--- src/rtl/tdm_pkg.sv ---
`default_nettype none
// ============================================================================
//  Module   : tdm_pkg
//  Brief    : Shared types and default sizing for the TDM serial demultiplexer.
//  Revision : 1.0  initial release
// ============================================================================
package tdm_pkg;

    // Default slots per frame and data bits per slot
    localparam int DEF_NCH = 4;
    localparam int DEF_W   = 8;

    // Receiver state: hunting for the frame marker, or receiving slot bits
    typedef enum logic [0:0] {
        IDLE  = 1'b0,
        SHIFT = 1'b1
    } tdm_state_e;

endpackage : tdm_pkg
`default_nettype wire

--- src/rtl/tdm_shift.sv ---
`default_nettype none
// ============================================================================
//  Module   : tdm_shift
//  Brief    : W-bit serial-in / parallel-out shift register, MSB first, with
//             enable and synchronous clear. word_o presents the value the
//             register takes at the coming edge, so a slot's final bit is
//             visible in the same cycle it is sampled.
//  Revision : 1.0  initial release
// ============================================================================
module tdm_shift
    import tdm_pkg::*;
#(
    parameter int W = DEF_W
) (
    input  logic         clk,
    input  logic         rst,
    input  logic         en_i,
    input  logic         clr_i,
    input  logic         sin_i,
    output logic [W-1:0] word_o
);

    logic [W-1:0] shreg_q;
    logic [W-1:0] shreg_d;

    // Clear with enable loads the incoming bit as the first bit of a new word
    always_comb begin
        shreg_d = shreg_q;
        if (clr_i) begin
            shreg_d = en_i ? {{(W-1){1'b0}}, sin_i} : '0;
        end else if (en_i) begin
            shreg_d = {shreg_q[W-2:0], sin_i};
        end
    end

    // Register update
    always_ff @(posedge clk) begin
        if (rst) begin
            shreg_q <= '0;
        end else begin
            shreg_q <= shreg_d;
        end
    end

    assign word_o = shreg_d;

endmodule : tdm_shift
`default_nettype wire

--- src/rtl/tdm_demux.sv ---
`default_nettype none
// ============================================================================
//  Module   : tdm_demux
//  Brief    : Serial TDM frame demultiplexer. Hunts for fsync, then slices the
//             qualified bit stream into NCH slots of W bits, presenting each
//             completed word with its channel index for one cycle.
//  Options  : TDM_DEMUX_PARITY_EN - each slot carries a trailing even-parity
//             bit and the parity_err strobe port is added.
//  Revision : 1.0  initial release
// ============================================================================
module tdm_demux
    import tdm_pkg::*;
#(
    parameter int NCH = DEF_NCH,
    parameter int W   = DEF_W
) (
    input  logic                    clk,
    input  logic                    rst,
    input  logic                    din,
    input  logic                    din_en,
    input  logic                    fsync,
    output logic [W-1:0]            out_data,
    output logic [$clog2(NCH)-1:0]  out_ch,
    output logic                    out_valid,
    output logic                    frame_done,
    output logic                    sync_err
`ifdef TDM_DEMUX_PARITY_EN
    ,
    output logic                    parity_err
`endif
);

    localparam int CW = $clog2(NCH);
`ifdef TDM_DEMUX_PARITY_EN
    localparam int SLOT_LEN = W + 1;
`else
    localparam int SLOT_LEN = W;
`endif
    localparam int BCW = $clog2(SLOT_LEN + 1);

    localparam logic [BCW-1:0] C_LAST_BIT  = BCW'(SLOT_LEN - 1);
    localparam logic [BCW-1:0] C_DATA_BITS = BCW'(W);
    localparam logic [CW-1:0]  C_LAST_SLOT = CW'(NCH - 1);

    tdm_state_e      state_q,  state_d;
    logic [CW-1:0]   slot_q,   slot_d;
    logic [BCW-1:0]  bitcnt_q, bitcnt_d;
    logic [W-1:0]    out_data_q,   out_data_d;
    logic [CW-1:0]   out_ch_q,     out_ch_d;
    logic            out_valid_q,  out_valid_d;
    logic            frame_done_q, frame_done_d;
    logic            sync_err_q,   sync_err_d;
`ifdef TDM_DEMUX_PARITY_EN
    logic            parity_err_q, parity_err_d;
`endif

    logic            w_in_shift;
    logic            w_start;
    logic            w_last_bit;
    logic            w_last_slot;
    logic            w_resync;
    logic            w_data_bit;
    logic            w_sh_en;
    logic            w_sh_clr;
    logic [W-1:0]    w_sh_word;

    assign w_in_shift  = (state_q == SHIFT);
    assign w_start     = din_en & fsync & ~w_in_shift;
    assign w_last_bit  = (bitcnt_q == C_LAST_BIT);
    assign w_last_slot = (slot_q == C_LAST_SLOT);
    // fsync on the frame's final bit is simply that bit; anywhere else in a
    // frame it means we lost alignment and must restart from slot 0
    assign w_resync    = din_en & fsync & w_in_shift & ~(w_last_bit & w_last_slot);
    // The trailing parity bit (when present) is not shifted into the word
    assign w_data_bit  = (bitcnt_q < C_DATA_BITS);

    assign w_sh_clr = w_start | w_resync;
    assign w_sh_en  = w_start | w_resync | (din_en & w_in_shift & w_data_bit);

    tdm_shift #(
        .W      (W)
    ) u_shift (
        .clk    (clk),
        .rst    (rst),
        .en_i   (w_sh_en),
        .clr_i  (w_sh_clr),
        .sin_i  (din),
        .word_o (w_sh_word)
    );

    // Next-state: frame hunting, slot/bit counting and output capture
    always_comb begin
        state_d      = state_q;
        slot_d       = slot_q;
        bitcnt_d     = bitcnt_q;
        out_data_d   = out_data_q;
        out_ch_d     = out_ch_q;
        out_valid_d  = 1'b0;
        frame_done_d = 1'b0;
        sync_err_d   = sync_err_q;
`ifdef TDM_DEMUX_PARITY_EN
        parity_err_d = 1'b0;
`endif
        if (din_en) begin
            case (state_q)
                IDLE: begin
                    if (fsync) begin
                        state_d  = SHIFT;
                        slot_d   = '0;
                        bitcnt_d = BCW'(1);
                    end
                end
                SHIFT: begin
                    if (w_resync) begin
                        sync_err_d = 1'b1;
                        slot_d     = '0;
                        bitcnt_d   = BCW'(1);
                    end else if (w_last_bit) begin
                        out_valid_d = 1'b1;
                        out_data_d  = w_sh_word;
                        out_ch_d    = slot_q;
                        bitcnt_d    = '0;
`ifdef TDM_DEMUX_PARITY_EN
                        parity_err_d = (^w_sh_word) ^ din;
`endif
                        if (w_last_slot) begin
                            frame_done_d = 1'b1;
                            slot_d       = '0;
                            state_d      = IDLE;
                        end else begin
                            slot_d = slot_q + CW'(1);
                        end
                    end else begin
                        bitcnt_d = bitcnt_q + BCW'(1);
                    end
                end
                default: begin
                    state_d = IDLE;
                end
            endcase
        end
    end

    // State and output registers; reset wins over every input
    always_ff @(posedge clk) begin
        if (rst) begin
            state_q      <= IDLE;
            slot_q       <= '0;
            bitcnt_q     <= '0;
            out_data_q   <= '0;
            out_ch_q     <= '0;
            out_valid_q  <= 1'b0;
            frame_done_q <= 1'b0;
            sync_err_q   <= 1'b0;
`ifdef TDM_DEMUX_PARITY_EN
            parity_err_q <= 1'b0;
`endif
        end else begin
            state_q      <= state_d;
            slot_q       <= slot_d;
            bitcnt_q     <= bitcnt_d;
            out_data_q   <= out_data_d;
            out_ch_q     <= out_ch_d;
            out_valid_q  <= out_valid_d;
            frame_done_q <= frame_done_d;
            sync_err_q   <= sync_err_d;
`ifdef TDM_DEMUX_PARITY_EN
            parity_err_q <= parity_err_d;
`endif
        end
    end

    assign out_data   = out_data_q;
    assign out_ch     = out_ch_q;
    assign out_valid  = out_valid_q;
    assign frame_done = frame_done_q;
    assign sync_err   = sync_err_q;
`ifdef TDM_DEMUX_PARITY_EN
    assign parity_err = parity_err_q;
`endif

endmodule : tdm_demux
`default_nettype wire

--- config.mk ---
export PLATFORM = sky130hd
export DESIGN_NAME = tdm_demux
export DESIGN_NICKNAME = d
export VERILOG_FILES = /design/src/rtl/tdm_pkg.sv /design/src/rtl/tdm_shift.sv /design/src/rtl/tdm_demux.sv
export SDC_FILE = /design/constraint.sdc
export NUM_CORES = 1
export LEC_CHECK = 0
export BUFFER_PORTS_ARGS = -buffer_cell sky130_fd_sc_hd__buf_2
export CORE_MARGIN = 3
export CORE_UTILIZATION = 45
export CTS_CLUSTER_DIAMETER = 80
export CTS_CLUSTER_SIZE = 10
export DETAILED_ROUTE_END_ITERATION = 10
export GPL_ROUTABILITY_DRIVEN = 0
export HOLD_SLACK_MARGIN = 0.03
export PLACE_DENSITY_LB_ADDON = 0.1
export SLEW_MARGIN = 20
export SYNTH_ARGS = -nofsm -noshare
export SYNTH_HDL_FRONTEND = slang
export SYNTH_SLANG_ARGS = --single-unit
--- constraint.sdc ---
create_clock -name clk -period 4.4 [get_ports clk]
set_clock_uncertainty 0.05 [all_clocks]
set_input_delay 0.44 -clock clk [delete_from_list [all_inputs] [get_ports clk]]
set_output_delay 0.44 -clock clk [all_outputs]
set_load 0.03 [all_outputs]
== After elaboration in Yosys (flattened, before gate mapping) ==
Cells that the tools add are included.

* Reduce and logical (&&, ||, !) cells: 6
* Bitwise gates (word level): 14
* Mux-type cells: 19
* Add/subtract/negate cells: 2
* Order comparisons: 1
* Equal/unequal tests: 4

{| class="wikitable"
|+ Operators with widths
! cell !! number
|-
| $mux 8 || 2
|-
| $mux 4 || 3
|-
| $mux 2 || 4
|-
| $pmux 4 s2 || 1
|-
| $and 1x1->1 || 7
|-
| $mux 1 || 7
|-
| $reduce_and 3->1 || 2
|-
| $not 1->1 || 5
|-
| $reduce_or 5->1 || 1
|-
| $add 4x1->4 const B || 1
|-
| $eq 4x3->1 const B || 1
|-
| $lt 4x4->1 const B || 1
|-
| $pmux 2 s2 || 1
|-
| $reduce_and 4->1 || 1
|-
| $reduce_or 4->1 || 1
|-
| $ne 3x1->1 const B || 1
|-
| $add 2x1->2 const B || 1
|-
| $eq 2x2->1 const B || 1
|-
| $ne 2x2->1 const B || 1
|-
| $or 1x1->1 || 2
|-
| $pmux 1 s2 || 1
|-
| $reduce_and 2->1 || 1
|}

* Bits of input ports: 5
* Word-level logic and storage cells: 55
* Output and inout bits: 13
* Register bits after elaboration: 28

== Logic depth before layout (Yosys ltp) ==
Gate-level depths: netlist of the first run.

* Depth after elaboration: 8
* Gate-level depth with buffers: 7
* Gate-level depth less buffers: 5

== Cells and area by module ==
From an unflattened synthesis of the first run, not the netlist that was laid out.

* Cells, all modules: 143
* Area, all modules: 1,263.7 µm²

{| class="wikitable"
|+ By module, submodules not included
! module !! seq. area each (µm²) !! cells an instance !! times used !! area each (µm²)
|-
| tdm_demux || 400.4 || 106 || 1 || 927.1
|-
| tdm_shift || 160.2 || 37 || 1 || 336.6
|}

== Worst setup path before layout of the first run ==
OpenSTA, ideal clock, no wires.

* Path kind: input to register
* Start point: input din_en
* End point: register out_ch_q[0] (netlist: out_ch[0])
* Arrival time: 1.546 ns
* Setup time: 0.128 ns
* Path slack: 2.676 ns
* Cell stages on the path: 7
* Data required time: 4.222 ns
* Path buffers: 3
* Cells stage by stage: buf_6 > nand3b_1 > buf_6 > nor3_1 > buf_4 > mux2i_1 > nor2_1

* Cells in the longest elaborated chain, start to end: 5

{| class="wikitable"
|+ Ends and longest elaborated chain
! item !! RTL line !! RTL
|-
| start: declaration || tdm_demux.sv:20 || <nowiki>input logic din_en,</nowiki>
|-
| $and 1x1->1 (3 in a row) || tdm_demux.sv:73 || <nowiki>assign w_resync = din_en & fsync & w_in_shift & ~(w_last_bit & w_last_slot);</nowiki>
|-
| $not 1->1 (no line) || - ||
|-
| $reduce_and 4->1 (no line) (*) || - ||
|-
| end signal: assignment || tdm_demux.sv:163 || <nowiki>out_ch_q <= out_ch_d;</nowiki>
|-
| end: declaration || tdm_demux.sv:49 || <nowiki>logic [CW-1:0] out_ch_q, out_ch_d;</nowiki>
|}

Every way passes the cells marked *; elsewhere a longest branch is shown, timed or not.
A chain may end at the register's enable or synchronous reset.

== Worst setup path after layout of the first run ==
* Start point: register state_q
* End point: register out_data_q[0] (netlist: out_data[0])

* Cells in the longest elaborated chain, start to end: 6
* Elaborated cells on any way between the ends: 13
* Those cells by class: mux: 3; bitwise: 9; reduce/logical: 1

{| class="wikitable"
|+ Ends and longest elaborated chain
! item !! RTL line !! RTL
|-
| start: declaration || tdm_demux.sv:45 || <nowiki>tdm_state_e state_q, state_d;</nowiki>
|-
| start signal: assignment || tdm_demux.sv:159 || <nowiki>state_q <= state_d;</nowiki>
|-
| $and 1x1->1 / $not 1->1 (equally long branches) || - ||
|-
| $and 1x1->1 (on tied branches) || tdm_demux.sv:73, tdm_demux.sv:68 ||
|-
| $or 1x1->1 || tdm_demux.sv:77, tdm_demux.sv:78 ||
|-
| $or 1x1->1 || tdm_demux.sv:78 || <nowiki>assign w_sh_en = w_start | w_resync | (din_en & w_in_shift & w_data_bit);</nowiki>
|-
| $mux 8 / $mux 1 (equally long branches) || tdm_shift.sv:31, tdm_shift.sv:30 ||
|-
| $mux 8 || tdm_shift.sv:29 || <nowiki>if (clr_i) begin</nowiki>
|-
| end signal: assignment || tdm_demux.sv:162 || <nowiki>out_data_q <= out_data_d;</nowiki>
|-
| end: declaration || tdm_demux.sv:48 || <nowiki>logic [W-1:0] out_data_q, out_data_d;</nowiki>
|}

Parallel ways exist; a longest one is shown, timed or not.

==> summary.md, run 1 <==
| Metric | Value |
|---|---|
| Layout Cells excl Fill | 158 |
| Crit-path max cell delay | 0.94 ns |
| Setup Viol. Count Final | 0 |
| Leak | 0.536 nW |
| Final setup TNS | 0 ns |
| R2R cell count | 4 |
| Synth Instances | 116 |
| Setup CP Type | flip-flop to flip-flop |
| Drt drc | 0 |
| Layout Nets | 138 |
| RSZ-0062 raised after global routing | false |
| Max VDD drop | 0.000166 V |
| Yosys reg bits | 27 |
| Clock Sinks | 27 |
| Req. time, crit path | 4.59 ns |
| Worst hold path stage count | 2 |
| Ratio of cells with drive above 1 in the final layout | 0.200 |
| Synth warn | 0 |
| Core area | 2300 um2 |
| H-tree level count | 1 |
| Syn avg cell area | 9.68 um2 |
| R2r setup slk | 2.10 ns |
| Relative slew slack | 0.307 |
| Top FF cell, synth | dfxtp_1 |
| Hold EP | out_data[0]$_SDFFE_PP0P_ |
| Num rows | 17 |
| Die Wd | 55.9 um |
| Largest net degree at the start of global routing | 20 |
| Final Max Slew Viols | 0 |
| Hold bufs inserted after CTS | 0 |
| Worst hold path type | input pin to flip-flop |
| Total global-route track usage | 0.136 |
| Die H | 55.9 um |
| Post-CTS sizing | 0 |
| Sequential area share after synthesis | 0.482 |
| Placed Area | 1200 um2 |
| Status | complete, no violations |
| Wirelength per Cell | 12.3 um |
| Vias in the first global route | 764 |
| Clock transition at path regs | 0.14 ns |
| Root Buffer | clkbuf_4 |
| DRT Wirelength | 1.94 mm |
| CTS tree | built |
| EDFF count, synth | 0 |
| # port buffers | 17 |
| Vias per cell | 5.35 |
| CTS Buf Count | 3 |
| Synth cell types | 33 |
| Vias | 845 |
| Period minus WS final | 2.30 ns |
| Synthesis-to-layout area growth | 9.48% |
| Ports | 18 |
| Critical path peak fanout | 12 |
| Initial antenna violation count | 0 |
| Pwr/cell area | 313 nW/um2 |
| Placed Cells incl. Taps | 154 |
| Hold path startpoint | din |
| Worst-Skew Late Latency | 0.34 ns |
| Worst-Margin Slew | 1.03 ns |
| Critical Path AT | 2.50 ns |
| Asr flop ratio synth | 0 |
| Net count after synthesis | 123 |
| RR Endpoint | out_data[0]$_SDFFE_PP0P_ |
| Post-CTS Setup Inserts | 0 |
| Mapped cell area | 1120 um2 |
| Tcrit/Tclk final | 0.524 |
| DP Wirelength | 1.36 mm |
| Max Root-Sink Buffers | 2 |
| Design Area, Final | 1230 um2 |
| Crit-path cells | nand3b_1 -> nor3_2 -> nor3b_1 -> a31o_2 |
| Crit. End Element | flip-flop |
| Starting Density | 0.489 |
| Slowest cell on the critical path | nor3_2 |
| Maxcap violations | 0 |
| Final hold vios | 0 |
| First-pass GRT wire length | 3.38 mm |
| Worst reg2reg path startpoint | state_q$_SDFFE_PP0P_ |
| Fmax | 434 MHz |
| First-pass iteration count of the detailed router | 4 |
| Remaining Overflow, GRT | 0 |
| Ant diodes | 0 |
| Die ar. | 3130 um2 |
| Crit start category | flip-flop |
| Drt initial violations | 16 |
| Post-route ant nets | 0 |
==> registers in the layout (all words and copies together) (netlist names) <==
name and cells:
out_valid 1, sync_err 1, slot_q 2, u_shift.shreg_q 7
state_q 1, frame_done 1, out_data 8, out_ch 2
bitcnt_q 4
==> where the power goes <==
| part | switching, mW | total [mW] | internal (mW) |
|---|---|---|---|
| logic | 0.0135 | 0.0220 | 0.00853 |
| registers | 0.00285 | 0.250 | 0.247 |
| clock network | 0.0776 | 0.112 | 0.0348 |
==> worst max-delay path: cells and delay by family, from the launching register on <==
kind             cells  cell delay (ns)
AO/OA/AOI/OAI        1             0.24
AND/OR/NAND/NOR      3             1.42
flip-flops           1             0.50
==> Yosys cell counts, types with 2 or more instances <==
library cell / n / area share
nor3b_1: 2 / 0.013
nor2_1: 21 / 0.070
a21oi_1: 3 / 0.013
nor2b_1: 2 / 0.011
and2_1: 3 / 0.017
buf_4: 2 / 0.013
buf_6: 2 / 0.020
nor3_1: 4 / 0.018
clkbuf_1: 3 / 0.010
a22oi_1: 2 / 0.013
dfxtp_1: 27 / 0.48
o21ai_0: 3 / 0.013
ha_1: 2 / 0.022
nand2_1: 6 / 0.020
inv_1: 2 / 0.0067
mux2i_1: 15 / 0.13
==> final cells by class <==
| type | instances | area [um2] |
|---|---|---|
| clock buffers | 3 | 22.5 |
| clock inverters | 1 | 7.51 |
| fillers | 226 | 1070 |
| inverters | 2 | 7.51 |
| multi-input cells | 80 | 531 |
| flip-flops and latches | 27 | 541 |
| well taps | 28 | 35.0 |
| repair buffers | 17 | 85.1 |
==> cells by family (layout without fill, tap and decap cells) <==
| family | count (synthesis) | in the layout | synth area share |
|---|---|---|---|
| mux | 16 | 16 | 0.144 |
| fa+ha+maj | 2 | 2 | 0.0223 |
| compound gates | 15 | 15 | 0.0914 |
| simple gates | 46 | 46 | 0.203 |
| xor+xnor | 1 | 1 | 0.00781 |
| buf+inv | 9 | 23 | 0.0502 |
| flops | 27 | 27 | 0.482 |
==> per-stage QoR <==
step / total power [mW] / hold slack, ns / setup WS (ns) / utilization
after global placement: 0.277 / 0.401 / 2.00 / 0.522
final: 0.384 / 0.293 / 2.10 / 0.535
after floorplan: 0.274 / 0.399 / 2.68 / -
after detailed placement: 0.277 / 0.407 / 1.95 / 0.522
after global routing: 0.401 / 0.286 / 1.88 / 0.535
after CTS: 0.389 / 0.280 / 2.03 / 0.535
==> worst max path at each step <==
stage | start | endpoint | slack, ns
floorplan | din_en | out_ch[0]$_SDFFE_PP0P_ | 2.68
global placement | din_en | out_data[0]$_SDFFE_PP0P_ | 2.00
detailed placement | din_en | out_data[0]$_SDFFE_PP0P_ | 1.95
CTS | state_q$_SDFFE_PP0P_ | out_data[0]$_SDFFE_PP0P_ | 2.03
global route | state_q$_SDFFE_PP0P_ | out_data[0]$_SDFFE_PP0P_ | 1.88
finish | state_q$_SDFFE_PP0P_ | out_data[0]$_SDFFE_PP0P_ | 2.10
==> cells in the final DEF, fill, tap and decap left out, drive strengths merged, types with 2 or more instances in the layout <==
cell,count
mux2i,15
nor3,4
nor2b,2
ha,2
clkbuf,3
buf,17
a22oi,2
a21oi,3
nor2,21
nand2,6
o21ai,3
nor3b,2
and2,4
inv,2
dfxtp,27
==> layer usage <==
layer | part of all wire | GRT usage | vias to the layer above | wire length [um]
li1 | - | - | 432 | -
met1 | 0.52 | 0.181 | 382 | 1010
met2 | 0.40 | 0.201 | 26 | 777
met3 | 0.056 | 0.0348 | 5 | 108
met4 | 0.025 | 0.0712 | 0 | 48
met5 | 0 | 0 | - | 0
Note: power is estimated with default switching activity, not from simulation.
==> run 2, diff against run 1 <==
==> constraint.sdc (replaced) <==
create_clock -name clk -period 2.3 [get_ports clk]
set_clock_uncertainty 0.05 [all_clocks]
set_input_delay 0.23 -clock clk [delete_from_list [all_inputs] [get_ports clk]]
set_output_delay 0.23 -clock clk [all_outputs]
set_load 0.03 [all_outputs]
==> run 2 against run 1 <==
Final area increased by 1.8%. Sequential cell count unchanged. Clock-buffer cell count did not move. Wire length up 1.5%. Clock power is 86% higher. Non-clock buffer count grew 3. Maximum frequency rose by 33%. Critical path depth grew 1. Combinational power grew 100%. Global-route usage is 0.14 points lower. Critical path type unchanged. Critical endpoint is now slot_q[0]$_SDFFE_PP0P_. Largest cell class unchanged.
==> summary.md, run 2 (synthesis gave the netlist of run 1 again) <==
| Metric | Value |
|---|---|
| Slowest cell on the critical path | or4b_1 |
| Status | complete, no violations |
| Setup Viol. Count Final | 0 |
| Tcrit/Tclk final | 0.755 |
| Sw power | 0.174 mW |
| Power, Total | 0.731 mW |
| Crit-path max cell delay | 0.47 ns |
| Die H | 55.9 um |
| Most frequent cells in the layout | 27 x dfxtp_1, 21 x nor2_1, 17 x buf_2, 15 x mux2i_1, 6 x nand2_1 |
| Worst-Margin Slew | 0.565 ns |
| CTS Buf Count | 3 |
| # port buffers | 17 |
| Post-Route Utilization | 0.545 |
| Total global-route track usage | 0.134 |
| Worst hold path type | input pin to flip-flop |
| Vias in the first global route | 741 |
| Design Area, Final | 1250 um2 |
| Placed Cells incl. Taps | 157 |
| Ant diodes | 0 |
| Num rows | 17 |
| Ports | 18 |
| Final Max Slew Viols | 0 |
| Hold bufs inserted after CTS | 0 |
| Clock share of power | 0.285 |
| Largest net degree at the start of global routing | 17 |
| Period minus WS final | 1.74 ns |
| Relative slew slack | 0.622 |
| Critical path peak fanout | 5 |
| Die Wd | 55.9 um |
| Switching share of power | 0.238 |
| Worst hold path stage count | 2 |
| Vias per cell | 5.21 |
| Initial antenna violation count | 0 |
| Internal Power | 0.557 mW |
| Pwr/cell area | 584 nW/um2 |
| DP Wirelength | 1.45 mm |
| First-pass iteration count of the detailed router | 4 |
| Final worst slack | 0.564 ns |
| Drt drc | 0 |
| Layout Cells excl Fill | 161 |
| Cell count along the critical path | 5 |
| WP buf/inv | 0 |
| Synthesis-to-layout area growth | 11.5% |
| Max VDD drop | 0.000352 V |
| Maxcap violations | 0 |
| Largest register FFs | 8 |
| Drt initial violations | 17 |
| Remaining Overflow, GRT | 0 |
| Share of power burned in registers | 0.654 |
| Crit-path cells | ha_1 -> nand2_1 -> or2_4 -> or4b_1 -> a21boi_1 |
| Vias | 839 |
| Placed Area | 1220 um2 |
| Setup CP Type | flip-flop to flip-flop |
| Fmax | 576 MHz |
| Final setup TNS | 0 ns |
| Wirelength per Cell | 12.3 um |
| DRT Wirelength | 1.97 mm |
| Final hold vios | 0 |
| Root Buffer | clkbuf_4 |
| Crit. End Element | flip-flop |
| Commonest non-fill, non-tap cell in the layout | dfxtp_1 |
| First-pass GRT wire length | 3.38 mm |
| Core area | 2300 um2 |
| Max Root-Sink Buffers | 2 |
| Power share of the combinational group | 0.061 |
| Die ar. | 3130 um2 |
| Ratio of cells with drive above 1 in the final layout | 0.218 |
| Crit start category | flip-flop |
| Leak | 0.550 nW |
| Post-CTS sizing | 0 |
| Req. time, crit path | 2.51 ns |
| Pre-CTS WS | 0.595 ns |
| Starting Density | 0.489 |
| Worst-Skew Late Latency | 0.32 ns |
| RSZ-0062 raised after global routing | false |
| Critical Path AT | 1.95 ns |
| Layout Nets | 141 |
| Post-route ant nets | 0 |
| WHS | 0.0913 ns |
| Post-CTS Setup Inserts | 0 |
| Clock transition at path regs | 0.15 ns |
| CP delay by family, top | simple AND/OR/NAND/NOR gates |
| CTS tree | built |
| R2R cell count | 5 |
| Clock Sinks | 27 |
| H-tree level count | 1 |
[run 2: cell types whose count changed in the layout (fill, tap and decap cells not counted)]
cell,previous run,this run
buf_4,0,3
[run 2: worst paths after layout]
kind	slack (ns)	end	start
hold / removal	0.09	out_data[0]$_SDFFE_PP0P_	din
setup reg to reg	0.56	slot_q[0]$_SDFFE_PP0P_	bitcnt_q[0]$_SDFFE_PP0P_
setup / recovery	0.56	slot_q[0]$_SDFFE_PP0P_	bitcnt_q[0]$_SDFFE_PP0P_
hold reg to reg	0.43	bitcnt_q[1]$_SDFFE_PP0P_	bitcnt_q[1]$_SDFFE_PP0P_
[run 2: worst reg2reg max path: stages, from the launching register on]
cell,delay (ns)
dfxtp_1,0.41
ha_1,0.22
nand2_1,0.11
or2_4,0.29
or4b_1,0.47
a21boi_1,0.13
[run 2: per-layer routing]
metal  vias to the layer above  track usage  part of all wire
met5                         -            0                 0
met4                         0       0.0508            0.0066
met3                         2       0.0302             0.045
met2                        15        0.193              0.43
met1                       389        0.195              0.52
li1                        433            -                 -
[run 2: cell type report]
| cell class | count | area, um2 |
|---|---|---|
| repair buffers | 20 | 108 |
| inverters | 2 | 7.51 |
| flip-flops and latches | 27 | 541 |
| clock inverters | 1 | 7.51 |
| fillers | 232 | 1050 |
| well taps | 28 | 35.0 |
| clock buffers | 3 | 22.5 |
| multi-input cells | 80 | 531 |
[run 2: power by group through the flow]
stage / Combinational, mW / Clock [mW] / Sequential [mW]
floorplan: 0.0377 / 0 / 0.486
global placement: 0.0446 / 0 / 0.488
detailed placement: 0.0448 / 0 / 0.488
CTS: 0.0450 / 0.219 / 0.478
global route: 0.0501 / 0.238 / 0.479
finish: 0.0447 / 0.208 / 0.478
